$ cat src/rtl/sha256_ctrl_pkg.sv
// Shared definitions for the SHA-256 sequencer: datapath state codes,
// bus widths, the controller's internal phases and the length arithmetic.
package sha256_ctrl_pkg;

  localparam int ADDR_W = 7;
  localparam int LEN_W  = 15;

  localparam logic [2:0] ST_INIT  = 3'b000;
  localparam logic [2:0] ST_WRITE = 3'b001;
  localparam logic [2:0] ST_PAD   = 3'b010;
  localparam logic [2:0] ST_FETCH = 3'b011;
  localparam logic [2:0] ST_SCHED = 3'b100;
  localparam logic [2:0] ST_COMP  = 3'b101;
  localparam logic [2:0] ST_UPD   = 3'b110;
  localparam logic [2:0] ST_HASH  = 3'b111;

  // Each phase names the datapath code the controller will present after the next edge
  typedef enum logic [3:0] {
    SEQ_IDLE,
    SEQ_LOAD,
    SEQ_PAD,
    SEQ_FETCH,
    SEQ_SCHED,
    SEQ_COMP,
    SEQ_UPD,
    SEQ_OUT,
    SEQ_FIN
  } seq_e;

  // Number of 32-bit words needed to hold len bits
  function automatic logic [15:0] wordsFor(input logic [LEN_W-1:0] len);
    return (16'(len) + 16'd31) >> 5;
  endfunction

  // Number of 512-bit chunks after padding (the 1 bit plus 64-bit length field)
  function automatic logic [ADDR_W-1:0] chunksFor(input logic [LEN_W-1:0] len);
    return 7'((16'(len) + 16'd64) >> 9) + 7'd1;
  endfunction

endpackage

$ cat src/rtl/sha256_hold_timer.sv
// Loadable down-counter that keeps a datapath phase active for a set number
// of cycles. expired_o is high once the count has reached zero; the count
// then stays at zero until it is loaded again.
module sha256_hold_timer #(
  parameter int W = 7
) (
  input  logic         clock,
  input  logic         reset,
  input  logic         load_i,
  input  logic [W-1:0] loadVal_i,
  input  logic         dec_i,
  output logic         expired_o
);

  logic [W-1:0] count_q, count_d;

  // Load takes priority over counting down; counting stops at zero
  always_comb begin
    count_d = count_q;
    if (load_i) begin
      count_d = loadVal_i;
    end else if (dec_i && (count_q != '0)) begin
      count_d = count_q - W'(1);
    end
  end

  // Count register with synchronous reset
  always_ff @(posedge clock) begin
    if (reset) begin
      count_q <= '0;
    end else begin
      count_q <= count_d;
    end
  end

  assign expired_o = (count_q == '0);

endmodule

$ cat src/rtl/sha256_sequencer.sv
// Top-level controller for the SHA-256 datapath. Takes a message length and
// a word stream, then walks the Preprocessing and Chunks blocks through
// load, pad and the per-chunk fetch/schedule/compress/update loop, ending
// with the hash phase and a done pulse. Every output is a register.
module sha256_sequencer
  import sha256_ctrl_pkg::*;
#(
  parameter int DEPTH        = 100,
  parameter int MAX_WORDS    = 98,
  parameter int SCHED_CYCLES = 1,
  parameter int COMP_CYCLES  = 1
) (
  input  logic              clock,
  input  logic              reset,
  input  logic              start,
  input  logic [LEN_W-1:0]  len_in,
  output logic              ready,
  input  logic [31:0]       word_in,
  input  logic              word_valid,
  output logic              word_ready,
  output logic [2:0]        state,
  output logic [ADDR_W-1:0] indirizzo,
  output logic [31:0]       message,
  output logic [LEN_W-1:0]  mess_lenght,
  output logic              busy,
  output logic              done,
  output logic              len_err
);

  // The last word index must stay below the Preprocessing memory depth
  localparam logic [15:0] WORD_LIMIT =
    (MAX_WORDS < DEPTH - 1) ? 16'(MAX_WORDS) : 16'(DEPTH - 2);
  localparam logic [ADDR_W-1:0] SCHED_LOAD = 7'(SCHED_CYCLES - 1);
  localparam logic [ADDR_W-1:0] COMP_LOAD  = 7'(COMP_CYCLES - 1);

  seq_e              fsm_q, fsm_d;
  logic [2:0]        state_q, state_d;
  logic [ADDR_W-1:0] indir_q, indir_d;
  logic [31:0]       msg_q, msg_d;
  logic [LEN_W-1:0]  mlen_q, mlen_d;
  logic              busy_q, busy_d;
  logic              done_q, done_d;
  logic              lenErr_q, lenErr_d;
  logic              ready_q, ready_d;
  logic              wordReady_q, wordReady_d;
  logic [ADDR_W-1:0] wordCnt_q, wordCnt_d;
  logic [ADDR_W-1:0] nWords_q, nWords_d;
  logic [ADDR_W-1:0] chunkCnt_q, chunkCnt_d;
  logic [ADDR_W-1:0] nChunks_q, nChunks_d;

  logic              tmrLoad;
  logic [ADDR_W-1:0] tmrLoadVal;
  logic              tmrDec;
  logic              tmrExpired;
  logic [15:0]       wordsCalc;

  assign wordsCalc = wordsFor(len_in);

  sha256_hold_timer #(.W(ADDR_W)) u_holdTimer (
    .clock     (clock),
    .reset     (reset),
    .load_i    (tmrLoad),
    .loadVal_i (tmrLoadVal),
    .dec_i     (tmrDec),
    .expired_o (tmrExpired)
  );

  // Next-phase and next-output logic; registers hold unless a phase changes them
  always_comb begin
    fsm_d       = fsm_q;
    state_d     = ST_INIT;
    indir_d     = indir_q;
    msg_d       = msg_q;
    mlen_d      = mlen_q;
    busy_d      = busy_q;
    done_d      = 1'b0;
    lenErr_d    = 1'b0;
    ready_d     = ready_q;
    wordReady_d = wordReady_q;
    wordCnt_d   = wordCnt_q;
    nWords_d    = nWords_q;
    chunkCnt_d  = chunkCnt_q;
    nChunks_d   = nChunks_q;
    tmrLoad     = 1'b0;
    tmrLoadVal  = SCHED_LOAD;
    tmrDec      = 1'b0;

    case (fsm_q)
      SEQ_IDLE: begin
        ready_d = 1'b1;
        if (start && ready_q) begin
          if (wordsCalc > WORD_LIMIT) begin
            lenErr_d = 1'b1;
          end else begin
            mlen_d     = len_in;
            busy_d     = 1'b1;
            ready_d    = 1'b0;
            nWords_d   = wordsCalc[ADDR_W-1:0];
            nChunks_d  = chunksFor(len_in);
            wordCnt_d  = '0;
            chunkCnt_d = '0;
            if (wordsCalc == 16'd0) begin
              fsm_d = SEQ_PAD;
            end else begin
              fsm_d       = SEQ_LOAD;
              wordReady_d = 1'b1;
            end
          end
        end
      end
      SEQ_LOAD: begin
        if (word_valid) begin
          state_d   = ST_WRITE;
          msg_d     = word_in;
          indir_d   = wordCnt_q;
          wordCnt_d = wordCnt_q + 7'd1;
          if (wordCnt_q + 7'd1 == nWords_q) begin
            fsm_d       = SEQ_PAD;
            wordReady_d = 1'b0;
          end
        end
      end
      SEQ_PAD: begin
        state_d = ST_PAD;
        indir_d = (nWords_q == '0) ? '0 : nWords_q - 7'd1;
        fsm_d   = SEQ_FETCH;
      end
      SEQ_FETCH: begin
        state_d    = ST_FETCH;
        tmrLoad    = 1'b1;
        tmrLoadVal = SCHED_LOAD;
        fsm_d      = SEQ_SCHED;
      end
      SEQ_SCHED: begin
        state_d = ST_SCHED;
        if (tmrExpired) begin
          tmrLoad    = 1'b1;
          tmrLoadVal = COMP_LOAD;
          fsm_d      = SEQ_COMP;
        end else begin
          tmrDec = 1'b1;
        end
      end
      SEQ_COMP: begin
        state_d = ST_COMP;
        if (tmrExpired) begin
          fsm_d = SEQ_UPD;
        end else begin
          tmrDec = 1'b1;
        end
      end
      SEQ_UPD: begin
        state_d    = ST_UPD;
        chunkCnt_d = chunkCnt_q + 7'd1;
        if (chunkCnt_q + 7'd1 == nChunks_q) begin
          fsm_d = SEQ_OUT;
        end else begin
          fsm_d = SEQ_FETCH;
        end
      end
      SEQ_OUT: begin
        state_d = ST_HASH;
        fsm_d   = SEQ_FIN;
      end
      SEQ_FIN: begin
        done_d  = 1'b1;
        busy_d  = 1'b0;
        ready_d = 1'b1;
        fsm_d   = SEQ_IDLE;
      end
      default: begin
        fsm_d = SEQ_IDLE;
      end
    endcase
  end

  // Phase and output registers; reset abandons any transfer in progress
  always_ff @(posedge clock) begin
    if (reset) begin
      fsm_q       <= SEQ_IDLE;
      state_q     <= ST_INIT;
      indir_q     <= '0;
      msg_q       <= '0;
      mlen_q      <= '0;
      busy_q      <= 1'b0;
      done_q      <= 1'b0;
      lenErr_q    <= 1'b0;
      ready_q     <= 1'b1;
      wordReady_q <= 1'b0;
      wordCnt_q   <= '0;
      nWords_q    <= '0;
      chunkCnt_q  <= '0;
      nChunks_q   <= '0;
    end else begin
      fsm_q       <= fsm_d;
      state_q     <= state_d;
      indir_q     <= indir_d;
      msg_q       <= msg_d;
      mlen_q      <= mlen_d;
      busy_q      <= busy_d;
      done_q      <= done_d;
      lenErr_q    <= lenErr_d;
      ready_q     <= ready_d;
      wordReady_q <= wordReady_d;
      wordCnt_q   <= wordCnt_d;
      nWords_q    <= nWords_d;
      chunkCnt_q  <= chunkCnt_d;
      nChunks_q   <= nChunks_d;
    end
  end

  assign state       = state_q;
  assign indirizzo   = indir_q;
  assign message     = msg_q;
  assign mess_lenght = mlen_q;
  assign busy        = busy_q;
  assign done        = done_q;
  assign len_err     = lenErr_q;
  assign ready       = ready_q;
  assign word_ready  = wordReady_q;

endmodule

$ cat config.mk
export PLATFORM = sky130hd
export DESIGN_NAME = sha256_sequencer
export DESIGN_NICKNAME = d
export VERILOG_FILES = /design/src/rtl/sha256_ctrl_pkg.sv /design/src/rtl/sha256_hold_timer.sv /design/src/rtl/sha256_sequencer.sv
export SDC_FILE = /design/constraint.sdc
export NUM_CORES = 1
export LEC_CHECK = 0
export BUFFER_PORTS_ARGS = -buffer_cell sky130_fd_sc_hd__buf_2
export CELL_PAD_IN_SITES_DETAIL_PLACEMENT = 0
export CELL_PAD_IN_SITES_GLOBAL_PLACEMENT = 2
export CORE_UTILIZATION = 27
export DETAILED_ROUTE_END_ITERATION = 6
export HOLD_SLACK_MARGIN = 0.08
export PLACE_DENSITY = 0.78
export SLEW_MARGIN = 5
export SYNTH_ARGS = -nofsm -noshare
export SYNTH_HDL_FRONTEND = slang
export SYNTH_HIERARCHICAL = 1
export SYNTH_SLANG_ARGS = --single-unit
$ cat constraint.sdc
create_clock -name clock -period 2.2 [get_ports clock]
set_input_delay 0.33 -clock clock [delete_from_list [all_inputs] [get_ports clock]]
set_output_delay 0.33 -clock clock [all_outputs]
set_load 0.05 [all_outputs]
==> reports/results.ini, run 1 <==
[global_route]
grt_pass1_vias=4016
grt_overflow=0
gr-usage-all-layers_pct=14.3
grt_pass1_wl_um=19900
antenna_found_initial=0
grt_max_degree=53

[sta]
finalMaxSlewViolations=0
hold_viol=0
setup_violations=0
fin_skew_ns=0.00656
rsz0062_at_grt=yes
maxSlewHeadroom_pct=57.0
final.min_clock_period_ns=2.12
holdWs_ns=0.209
tightest_slew_ns=0.629
fmax_mhz=472
min_period_over_period_pct=96.3

[critical_path]
max_stage_delay_ns=0.47
critPathKind=register to register
path_max_fanout=4
reg2reg_depth=9
cp_slowest_cell=or3b_4
path_delay_family=simple AND/OR/NAND/NOR gates
cp-start-kind=register
crit_top_cell=nor4b_4
cp.arrival_ns=2.38
required_ns=2.46
critPathBufInv=1
cp_cell_sequence=inv_2 > ha_4 > nor4b_4 > and2_4 > nor4b_4 > or3b_4 > nor4_4 > nand2b_1 > a311oi_2
rrSetupSlack_ns=0.08
worstReg2RegStart=u_holdTimer/count_q[1]$_SDFFE_PP0P_
crit_path_end_kind=register
timing.rr.end=u_holdTimer/count_q[5]$_SDFFE_PP0P_

[route]
vias=4293
firstDrtPassIters=5
wl_per_cell_um=13.4
post-route-drc-count=0
drt_iter0_markers=148
vias_per_cell=4.65
routed_wl_um=12400
ant_nets=0

[floorplan]
initial_utilization_pct=27.5
dieHeight_um=132
core_area_um2=16500
dieArea_um2=17300
pin_count=113
die_w_um=132
rows=47

[placement]
place.gp.congestion=0.770
io_buffers=112
place_hpwl_um=8940

[pwr]
internal-power_w=0.00273
power.share.clock_pct=39.9
cellLeakagePower_nw=2.36
power_frac_comb_pct=9.3
switchingPower_w=0.000946
peakVddDrop_uv=364
p_per_area_nw_per_um2=621
power_frac_seq_pct=50.8
p_sw_share_pct=25.7

[min_path]
hold_path.class=primary input to register
hp-start=word_in[10]
worstHoldEndpoint=message[10]$_SDFFE_PP0P_
holdPathStages=3

[clock_tree]
cts_root_buf=clkbuf_16
cts.reportedPaths.clkPinSlew_ns=0.07
cts_buffers=9
cts.sink_count=101
htree_levels=3
cts_hold_buf=0
clock_path_buffers=2
clock_latency_ns=0.35
cts_tree=built

[finish]
fin_nets=756
diodes=0
area_growth_pct=30.4
fillers=1701
utilization_pct=35.8
drive_gt1_share_pct=26.6
regArea_um2=2020
multi_input_area_um2=2480

[synthesis]
netlist_area_um2=4540
synth-main-ff-cell=dfxtp_1
synthCells=571
ys_ff_latch=101
synth.distinct_cells=49
syn_area_per_cell_um2=7.95
synth-seq-area-share_pct=44.5
yosys_warnings=6
async_flop_share_pct=0
synth_edf_count=0

[flow_run]
maxCapViolCount=0

[run_status]
status=complete, no violations

-- cell type report --
| cell class | count | area share [%] |
|---|---|---|
| Multi-Input combinational cell | 432 | 41.9 |
| Sequential cell | 101 | 34.2 |
| Timing Repair Buffer | 146 | 14.2 |
| Tap cell | 220 | 4.65 |
| Clock buffer | 9 | 3.80 |
| Inverter | 10 | 0.676 |
| Clock inverter | 5 | 0.634 |
-- tightest hold or removal path: cells and delay by family --
family                 cells  cell delay (ns)
and+or+nand+nor            1             0.04
AOI/OAI and AO/OA          1             0.05
buffers and inverters      1             0.09
-- layer usage --
metal / GRT usage [%] / vias up / share of wire [%]
met4: 6.59 / 0 / 1.9
met5: 0 / - / 0
li1: - / 2208 / -
met3: 2.28 / 14 / 2.6
met1: 18.0 / 2018 / 48
met2: 23.8 / 53 / 48
-- timing repair --
item	CTS	global route
buffers inserted	0	0
pin swaps	1	1
resized for setup	5	17
hold endpoints to repair	0	0
endpoints found under the setup margin	6	11
-- flip-flops by register name, indices dropped and copies added (netlist names), 3 cells and up --
name,count
fsm_q,4
message,32
indirizzo,7
u_holdTimer/count_q,7
chunkCnt_q,7
wordCnt_q,7
nWords_q,7
mess_lenght,15
nChunks_q,7
state,3
-- per-stage QoR --
stage / std cells / setup slack, ns / TNS [ns] / area, um^2 / total power (W)
floorplan: 577 / -0.0595 / -0.0595 / 4570 / 0.00212
global placement: 909 / -0.0569 / -0.257 / 5560 / 0.00225
detailed placement: 909 / -0.149 / -1.05 / 5560 / 0.00225
CTS: 923 / 0.00701 / 0 / 5840 / 0.00374
global route: 923 / -0.00803 / -0.00803 / 5920 / 0.00384
finish: 923 / 0.0804 / 0 / 5920 / 0.00368
-- kinds of logic (layout without fill, tap and decap cells) --
family	Yosys count	in the layout	synth area share, %
AO/OA/AOI/OAI	121	121	16.0
XOR/XNOR	35	35	6.75
adder cells (fa/ha/maj)	5	5	1.38
buffers and inverters	44	170	3.72
flip-flops	101	101	44.5
multiplexers	3	3	0.689
other	1	7	0.0826
AND/OR/NAND/NOR	261	261	26.8
-- worst max-delay path by stage --
stage / startpoint / cells after the start / end / slack, ns
2_1_floorplan: u_holdTimer/count_q[0]$_SDFFE_PP0P_ / 9 / u_holdTimer/count_q[5]$_SDFFE_PP0P_ / -0.06
3_3_place_gp: u_holdTimer/count_q[0]$_SDFFE_PP0P_ / 9 / u_holdTimer/count_q[5]$_SDFFE_PP0P_ / -0.06
3_5_place_dp: u_holdTimer/count_q[0]$_SDFFE_PP0P_ / 9 / u_holdTimer/count_q[5]$_SDFFE_PP0P_ / -0.15
4_1_cts: u_holdTimer/count_q[1]$_SDFFE_PP0P_ / 9 / u_holdTimer/count_q[5]$_SDFFE_PP0P_ / 0.007
5_1_grt: u_holdTimer/count_q[0]$_SDFFE_PP0P_ / 9 / u_holdTimer/count_q[5]$_SDFFE_PP0P_ / -0.008
6_report: u_holdTimer/count_q[1]$_SDFFE_PP0P_ / 9 / u_holdTimer/count_q[5]$_SDFFE_PP0P_ / 0.08
-- power by group through the flow --
stage          Clock [W]  Combinational (W)  Sequential (W)
6_report         0.00147           0.000343         0.00187
4_1_cts          0.00153           0.000344         0.00187
2_1_floorplan          0           0.000146         0.00198
3_5_place_dp           0           0.000343         0.00191
5_1_grt          0.00159           0.000375         0.00187
3_3_place_gp           0           0.000339         0.00191
-- cell usage in the layout, fill, tap and decap left out, types with 9 or more instances in the layout --
master / instances
buf_4: 32
dfxtp_1: 99
o21ai_0: 12
and3_1: 10
nand2_1: 123
clkbuf_16: 9
xor2_1: 13
nor3_1: 15
a211oi_1: 12
xnor2_1: 22
a21oi_1: 65
nor2_1: 55
buf_2: 112
nand3_1: 11
-- synthesized netlist by cell type (2+ instances only) --
master | n | share of area [%]
a2111oi_0 | 2 | 0.39
a211oi_1 | 12 | 2.0
a21oi_1 | 66 | 7.3
a311oi_1 | 7 | 1.3
a31oi_1 | 7 | 0.96
and2_1 | 4 | 0.55
and3_1 | 10 | 1.4
and3b_1 | 2 | 0.39
buf_2 | 3 | 0.33
clkbuf_1 | 30 | 2.5
dfxtp_1 | 101 | 45
ha_1 | 5 | 1.4
inv_1 | 10 | 0.83
mux2i_1 | 2 | 0.44
nand2_1 | 123 | 10
nand2b_1 | 7 | 0.96
nand3_1 | 11 | 1.2
nand3b_1 | 5 | 0.83
nor2_1 | 56 | 4.6
nor3_1 | 16 | 1.8
nor4_1 | 5 | 0.69
nor4b_1 | 2 | 0.39
o21a_1 | 6 | 0.99
o21ai_0 | 12 | 1.3
o31ai_1 | 3 | 0.50
or3_1 | 6 | 0.83
or3b_2 | 2 | 0.39
or4_1 | 2 | 0.33
xnor2_1 | 22 | 4.2
xor2_1 | 13 | 2.5
Power figures use the tool's default switching activity.
==> inputs of run 2 (changes only) <==
SETUP_SLACK_MARGIN = 0.2   (was not set)
==> run 2 against run 1 <==
  * Flip-flop and latch count unchanged
  * Critical endpoint is now u_holdTimer/count_q[3]$_SDFFE_PP0P_
  * Non-clock buffer count unchanged
  * Sequential power about the same
  * Highest routed layer unchanged
  * Critical path depth is the same
==> reports/results.ini, run 2 (synthesized netlist as in run 1, its figures left out) <==
[placement]
post-place-ws_ns=-0.0643  ; +0.0842 ns
io_buffers=112  ; unchanged
place_hpwl_um=8780  ; -1.7%
place.gp.congestion=0.772  ; +0.34%

[floorplan]
rows=47  ; unchanged
pin_count=113  ; unchanged
die_w_um=132  ; unchanged
dieHeight_um=132  ; unchanged
dieArea_um2=17300  ; unchanged
initial_utilization_pct=27.5  ; unchanged
core_area_um2=16500  ; unchanged

[global_route]
grt_pass1_vias=4221  ; +5.1%
grt_pass1_wl_um=20600  ; +3.3%
grt_max_degree=48  ; -9.4%
antenna_found_initial=0  ; unchanged
grt_overflow=0  ; unchanged
gr-usage-all-layers_pct=14.4  ; +0.16 points

[sta]
final.min_clock_period_ns=2.11  ; -0.0139 ns
rsz0062_at_grt=yes
min_period_over_period_pct=95.7  ; -0.63 points
fin_tns_setup_ns=0  ; unchanged
fin_ws_ns=0.0943  ; +0.0139 ns
fmax_mhz=475  ; +0.66%
maxSlewHeadroom_pct=65.9  ; +8.9 points
tightest_slew_ns=0.511  ; -0.118 ns
setup_violations=0  ; unchanged
hold_viol=0  ; unchanged
holdWs_ns=0.215  ; +0.00578 ns
finalMaxSlewViolations=0  ; unchanged
fin_skew_ns=0.00852  ; +0.00196 ns

[finish]
area_growth_pct=31.0
drive_gt1_share_pct=27.8  ; +1.2 points
fin_nets=756  ; unchanged
fillers=1710  ; +0.53%
largest_reg_flops=32  ; unchanged
utilization_pct=36.0  ; +0.16 points
final_cell_mix=nand2_1 (120), buf_2 (112), dfxtp_1 (98), a21oi_1 (64), nor2_1 (55)
final_common_cell=nand2_1
diodes=0  ; unchanged

[min_path]
hold_path.class=primary input to register
holdPathStages=3  ; unchanged
hp-start=word_in[4]
worstHoldEndpoint=message[4]$_SDFFE_PP0P_

[pwr]
peakVddDrop_uv=367  ; +0.72%
cellLeakagePower_nw=2.38  ; +0.94%
p_per_area_nw_per_um2=620  ; -0.25%
power.total_w=0.00369  ; +0.20%

[critical_path]
worstReg2RegStart=u_holdTimer/count_q[1]$_SDFFE_PP0P_
cp-start-kind=register
rrSetupSlack_ns=0.09  ; about the same
cp.arrival_ns=2.36  ; -0.02 ns
timing.rr.end=u_holdTimer/count_q[3]$_SDFFE_PP0P_
crit_start=u_holdTimer/count_q[1]$_SDFFE_PP0P_
path_max_fanout=4  ; unchanged
crit_path_end_kind=register
critPathKind=register to register
reg2reg_depth=9  ; unchanged
required_ns=2.46  ; about the same

[route]
routed_wl_um=12300  ; -0.89%
drt_iter0_markers=263  ; +78%
post-route-drc-count=0  ; unchanged
wl_per_cell_um=13.3  ; -1.0%
vias_per_cell=4.66  ; +0.22%
ant_nets=0  ; unchanged
vias=4307  ; +0.33%
firstDrtPassIters=4  ; -1

[clock_tree]
clock_latency_ns=0.35  ; about the same
cts.reportedPaths.clkPinSlew_ns=0.07  ; about the same
cts.sink_count=101  ; unchanged
cts_hold_buf=0  ; unchanged
cts_buffers=9  ; unchanged
cts_tree=built
clock_path_buffers=2  ; unchanged
htree_levels=3  ; unchanged
cts_root_buf=clkbuf_16

[flow_run]
maxCapViolCount=0  ; unchanged

[run_status]
status=complete, no violations

-- run 2: worst max path at each step --
stage	to	slack [ns]	depth (start not counted)
floorplan	nWords_q[0]$_SDFFE_PP0P_	0.08	6
detailed placement	chunkCnt_q[2]$_SDFFE_PP0P_	-0.06	7
CTS	u_holdTimer/count_q[5]$_SDFFE_PP0P_	0.11	9
finish	u_holdTimer/count_q[3]$_SDFFE_PP0P_	0.09	9
global placement	chunkCnt_q[6]$_SDFFE_PP0P_	-0.06	7
global route	u_holdTimer/count_q[5]$_SDFFE_PP0P_	-0.04	9
-- run 2: routing by layer --
metal / share of wire [%] / wire length, um / GRT usage, %
met5: 0 / 0 / 0
met4: 1.4 / 170 / 5.10
met3: 3.1 / 376 / 3.01
met2: 48 / 5930 / 24.0
met1: 47 / 5800 / 18.4
-- run 2: final cells by class --
class	count	area, um^2	share of cell area [%]
repair buffers	146	845	14.2
clock inverters	5	35.0	0.589
inverters	10	40.0	0.673
multi-input cells	432	2500	42.0
clock buffers	10	229	3.85
well taps	220	275	4.63
flip-flops and latches	101	2030	34.1
-- run 2: power breakdown --
part / internal [W] / switching [W]
registers: 0.00185 / 0.0000169
logic: 0.000120 / 0.000220
clock network: 0.000766 / 0.000711
-- run 2: stage by stage --
stage	instance area (um^2)	cells
after floorplan	4620	577
after global placement	5550	903
after detailed placement	5550	903
after CTS	5890	922
after global routing	5950	924
final	5950	924
-- run 2: repair_timing --
action / CTS / global route
gates resized for setup: 13 / 11
buffers inserted: 4 / 2
setup endpoints to repair: 12 / 25
pin swaps: 6 / 5
hold endpoints to repair: 0 / 0
-- run 2: worst max-delay path, stage by stage, from the launching register on --
cell and delay (ns):
dfxtp_2 0.34, inv_2 0.05, ha_4 0.15, nor4b_4 0.13
and2_4 0.19, nor4b_4 0.25, or3b_4 0.45, nor4_2 0.18
nor2_1 0.09, o31ai_1 0.19
==> inputs of run 3 (changes only) <==
SYNTH_HIERARCHICAL = not set   (was 1)
==> run 3 against run 2 <==
  * Non-clock buffer count increased by 18
  * Sequential share of layout area decreased by 1.1 points
  * Final cell count decreased by 0.97%
  * Critical endpoint is now fsm_q[1]$_SDFFE_PP0P_
  * Largest cell class unchanged
  * Largest power group unchanged
==> reports/results.ini, run 3 <==
[finish]
final_common_cell=buf_2
final_cell_mix=buf_2 (110), nand2_1 (107), dfxtp_1 (98), a21oi_1 (57), buf_4 (44)
diodes=0  ; unchanged
regArea_um2=2030  ; +0.12%
largest_reg_flops=32  ; unchanged
final_cells=915  ; -0.97%
fin_nets=750  ; -0.79%
area_growth_pct=37.5
utilization_pct=38.4  ; +2.4 points
drive_gt1_share_pct=31.6  ; +3.8 points
multi_input_area_um2=2490  ; -0.50%
fillers=1671  ; -2.3%

[critical_path]
worstReg2RegStart=wordCnt_q[0]$_SDFFE_PP0P_
path_max_fanout=4  ; unchanged
critPathKind=register to register
rrSetupSlack_ns=0.03  ; -0.07 ns
crit_path_end_kind=register
reg2reg_depth=7  ; -2
required_ns=2.49  ; +0.03 ns
cp-start-kind=register
cp.arrival_ns=2.46  ; +0.10 ns
timing.rr.end=fsm_q[1]$_SDFFE_PP0P_

[synthesis]
synth_edf_count=0  ; unchanged
synth.distinct_cells=52  ; +6.1%
synth_nets=612
synth-main-ff-cell=dfxtp_1
synthCells=556  ; -2.6%
netlist_area_um2=4480  ; -1.3%
synth_top_family_by_area=simple AND/OR/NAND/NOR gates
yosysTopAreaCellShare_pct=45.1  ; +0.61 points
muxShareOfSynthArea_pct=0.447  ; -0.24 points
async_flop_share_pct=0  ; unchanged
synth-compound-area-share_pct=16.7  ; +0.67 points
synth-seq-area-share_pct=45.1  ; +0.61 points
synth_top_cell_by_area=dfxtp_1
yosys_warnings=0  ; -6
yosysMostFrequentCell=nand2_1
synth_adder_area_share_pct=1.40  ; +0.019 points
ys_ff_latch=101  ; unchanged
synth_commonest_cells=nand2_1 (115), dfxtp_1 (101), a21oi_1 (64)
yosys.area_share.simple_pct=24.3  ; -2.5 points
synth_area_leaders=dfxtp_1 (45%), nand2_1 (9.6%), a21oi_1 (7.1%)
syn_area_per_cell_um2=8.06  ; +1.3%
synth_xor_area_share_pct=8.21  ; +1.5 points

[clock_tree]
cts_buffers=9  ; unchanged
clock_latency_ns=0.35  ; about the same
cts_hold_buf=0  ; unchanged
htree_levels=3  ; unchanged
cts_root_buf=clkbuf_16
clock_path_buffers=2  ; unchanged
cts.sink_count=101  ; unchanged
cts.reportedPaths.clkPinSlew_ns=0.07  ; about the same
cts_tree=built

[floorplan]
rows=46  ; -2.1%
dieArea_um2=17100  ; -1.3%
pin_count=113  ; unchanged
dieHeight_um=131  ; -0.67%
die_w_um=131  ; -0.67%
initial_utilization_pct=27.9  ; +0.42 points
core_area_um2=16100  ; -2.8%

[route]
vias=4293  ; -0.33%
firstDrtPassIters=6  ; +2
wl_per_cell_um=14.1  ; +6.0%
vias_per_cell=4.69  ; +0.66%
routed_wl_um=12900  ; +4.9%
ant_nets=0  ; unchanged
post-route-drc-count=0  ; unchanged
drt_iter0_markers=216  ; -18%

[pwr]
power_frac_comb_pct=9.8  ; +0.6 points
power.share.clock_pct=43.3  ; +3.2 points
power.total_w=0.00399  ; +8.2%
p_per_area_nw_per_um2=647  ; +4.4%
internal-power_w=0.00301  ; +9.9%
cellLeakagePower_nw=2.59  ; +8.9%
peakVddDrop_uv=418  ; +14%
switchingPower_w=0.000979  ; +3.3%
power_frac_seq_pct=46.9  ; -3.8 points
p_sw_share_pct=24.6  ; -1.2 points

[sta]
rsz0062_at_grt=yes
setup_violations=0  ; unchanged
min_period_over_period_pct=98.7  ; +3.0 points
maxSlewHeadroom_pct=66.8  ; +0.85 points
fin_tns_setup_ns=0  ; unchanged
tightest_slew_ns=0.495  ; -0.0166 ns
finalMaxSlewViolations=0  ; unchanged
hold_viol=0  ; unchanged
fmax_mhz=460  ; -3.0%
holdWs_ns=0.209  ; -0.00572 ns
final.min_clock_period_ns=2.17  ; +0.0659 ns
fin_skew_ns=0.00924  ; +0.000724 ns

[min_path]
hp-start=word_in[13]
worstHoldEndpoint=message[13]$_SDFFE_PP0P_
holdPathStages=3  ; unchanged
hold_path.class=primary input to register

[run_status]
status=complete, no violations

[global_route]
grt_overflow=0  ; unchanged
grt_pass1_vias=4072  ; -3.5%
gr-usage-all-layers_pct=15.8  ; +1.4 points
grt_max_degree=38  ; -21%
grt_pass1_wl_um=20800  ; +1.2%
antenna_found_initial=2  ; +2

[placement]
io_buffers=112  ; unchanged
place_hpwl_um=9610  ; +9.4%
place_inst=895  ; -0.89%
place.gp.congestion=0.772  ; about the same

[flow_run]
maxCapViolCount=0  ; unchanged

run 3: changes by cell type after synthesis, moves of 4 or more:
cell      before  now
a311oi_1       7    2
a31oi_1        7    2
and3_1        10   14
nand2_1      123  115
nand2b_1       7    2
nand4_1        1    5
nor2_1        56   47
o211a_1        0    5
o21ai_0       12   19
xnor2_1       22   26
run 3: power groups by stage:
stage,logic (W),registers (W),clock network (W)
floorplan,0.000161,0.00198,0
global placement,0.000366,0.00191,0
detailed placement,0.000369,0.00191,0
CTS,0.000372,0.00187,0.00179
global route,0.000426,0.00187,0.00187
finish,0.000391,0.00187,0.00173
run 3: logic make-up after synthesis:
family          after synthesis
buf+inv                      44
simple gates                240
flops                       101
xor+xnor                     42
fa+ha+maj                     5
mux                           2
compound gates              122
run 3: worst max-delay path: stages, from the launching register on:
cell and delay (ns):
dfxtp_4 0.35, ha_4 0.17, o21ba_4 0.18, a221o_1 0.35, a2111oi_4 0.39, nand4_1 0.17
a311oi_2 0.28, and4_1 0.22
run 3: how the worst max path moves through the flow:
stage                                      end                 startpoint  slack [ns]  cells after the start
floorplan            nChunks_q[0]$_SDFFE_PP0P_                  len_in[1]        0.03                      7
global placement      nWords_q[0]$_SDFFE_PP0P_                  len_in[1]       -0.11                      7
detailed placement  chunkCnt_q[3]$_SDFFE_PP0P_                  len_in[1]       -0.13                      8
CTS                      fsm_q[0]$_SDFFE_PP0P_  wordCnt_q[0]$_SDFFE_PP0P_        0.03                      7
global route             fsm_q[0]$_SDFFE_PP0P_  wordCnt_q[0]$_SDFFE_PP0P_       -0.08                      7
finish                   fsm_q[1]$_SDFFE_PP0P_  wordCnt_q[0]$_SDFFE_PP0P_        0.03                      7
run 3: per-layer routing:
| metal | global-route usage [%] | up-vias | part of all wire, % |
|---|---|---|---|
| li1 | - | 2184 | - |
| met3 | 5.17 | 18 | 6.3 |
| met2 | 24.2 | 103 | 45 |
| met4 | 7.57 | 4 | 2.2 |
| met1 | 20.0 | 1984 | 46 |
| met5 | 0 | - | 0.24 |
run 3: cell type report:
| cell class | instances | area share (%) |
|---|---|---|
| clock inverters | 6 | 1.52 |
| well taps | 216 | 4.39 |
| repair buffers | 164 | 16.7 |
| clock buffers | 10 | 3.72 |
| inverters | 7 | 0.426 |
| multi-input cells | 411 | 40.3 |
| flip-flops and latches | 101 | 32.9 |
run 3: per-stage QoR:
step	instance area, um^2	setup slack (ns)
after global routing	6160	-0.0808
after global placement	5600	-0.114
after floorplan	4550	0.0276
after CTS	5940	0.0285
after detailed placement	5600	-0.133
final	6160	0.0284
run 3: what timing repair did:
action | in CTS | in global routing
buffers inserted | 0 | 3
endpoints found under the setup margin | 10 | 23
resized for setup | 2 | 52
cloned | 0 | 1
pin swaps | 3 | 19
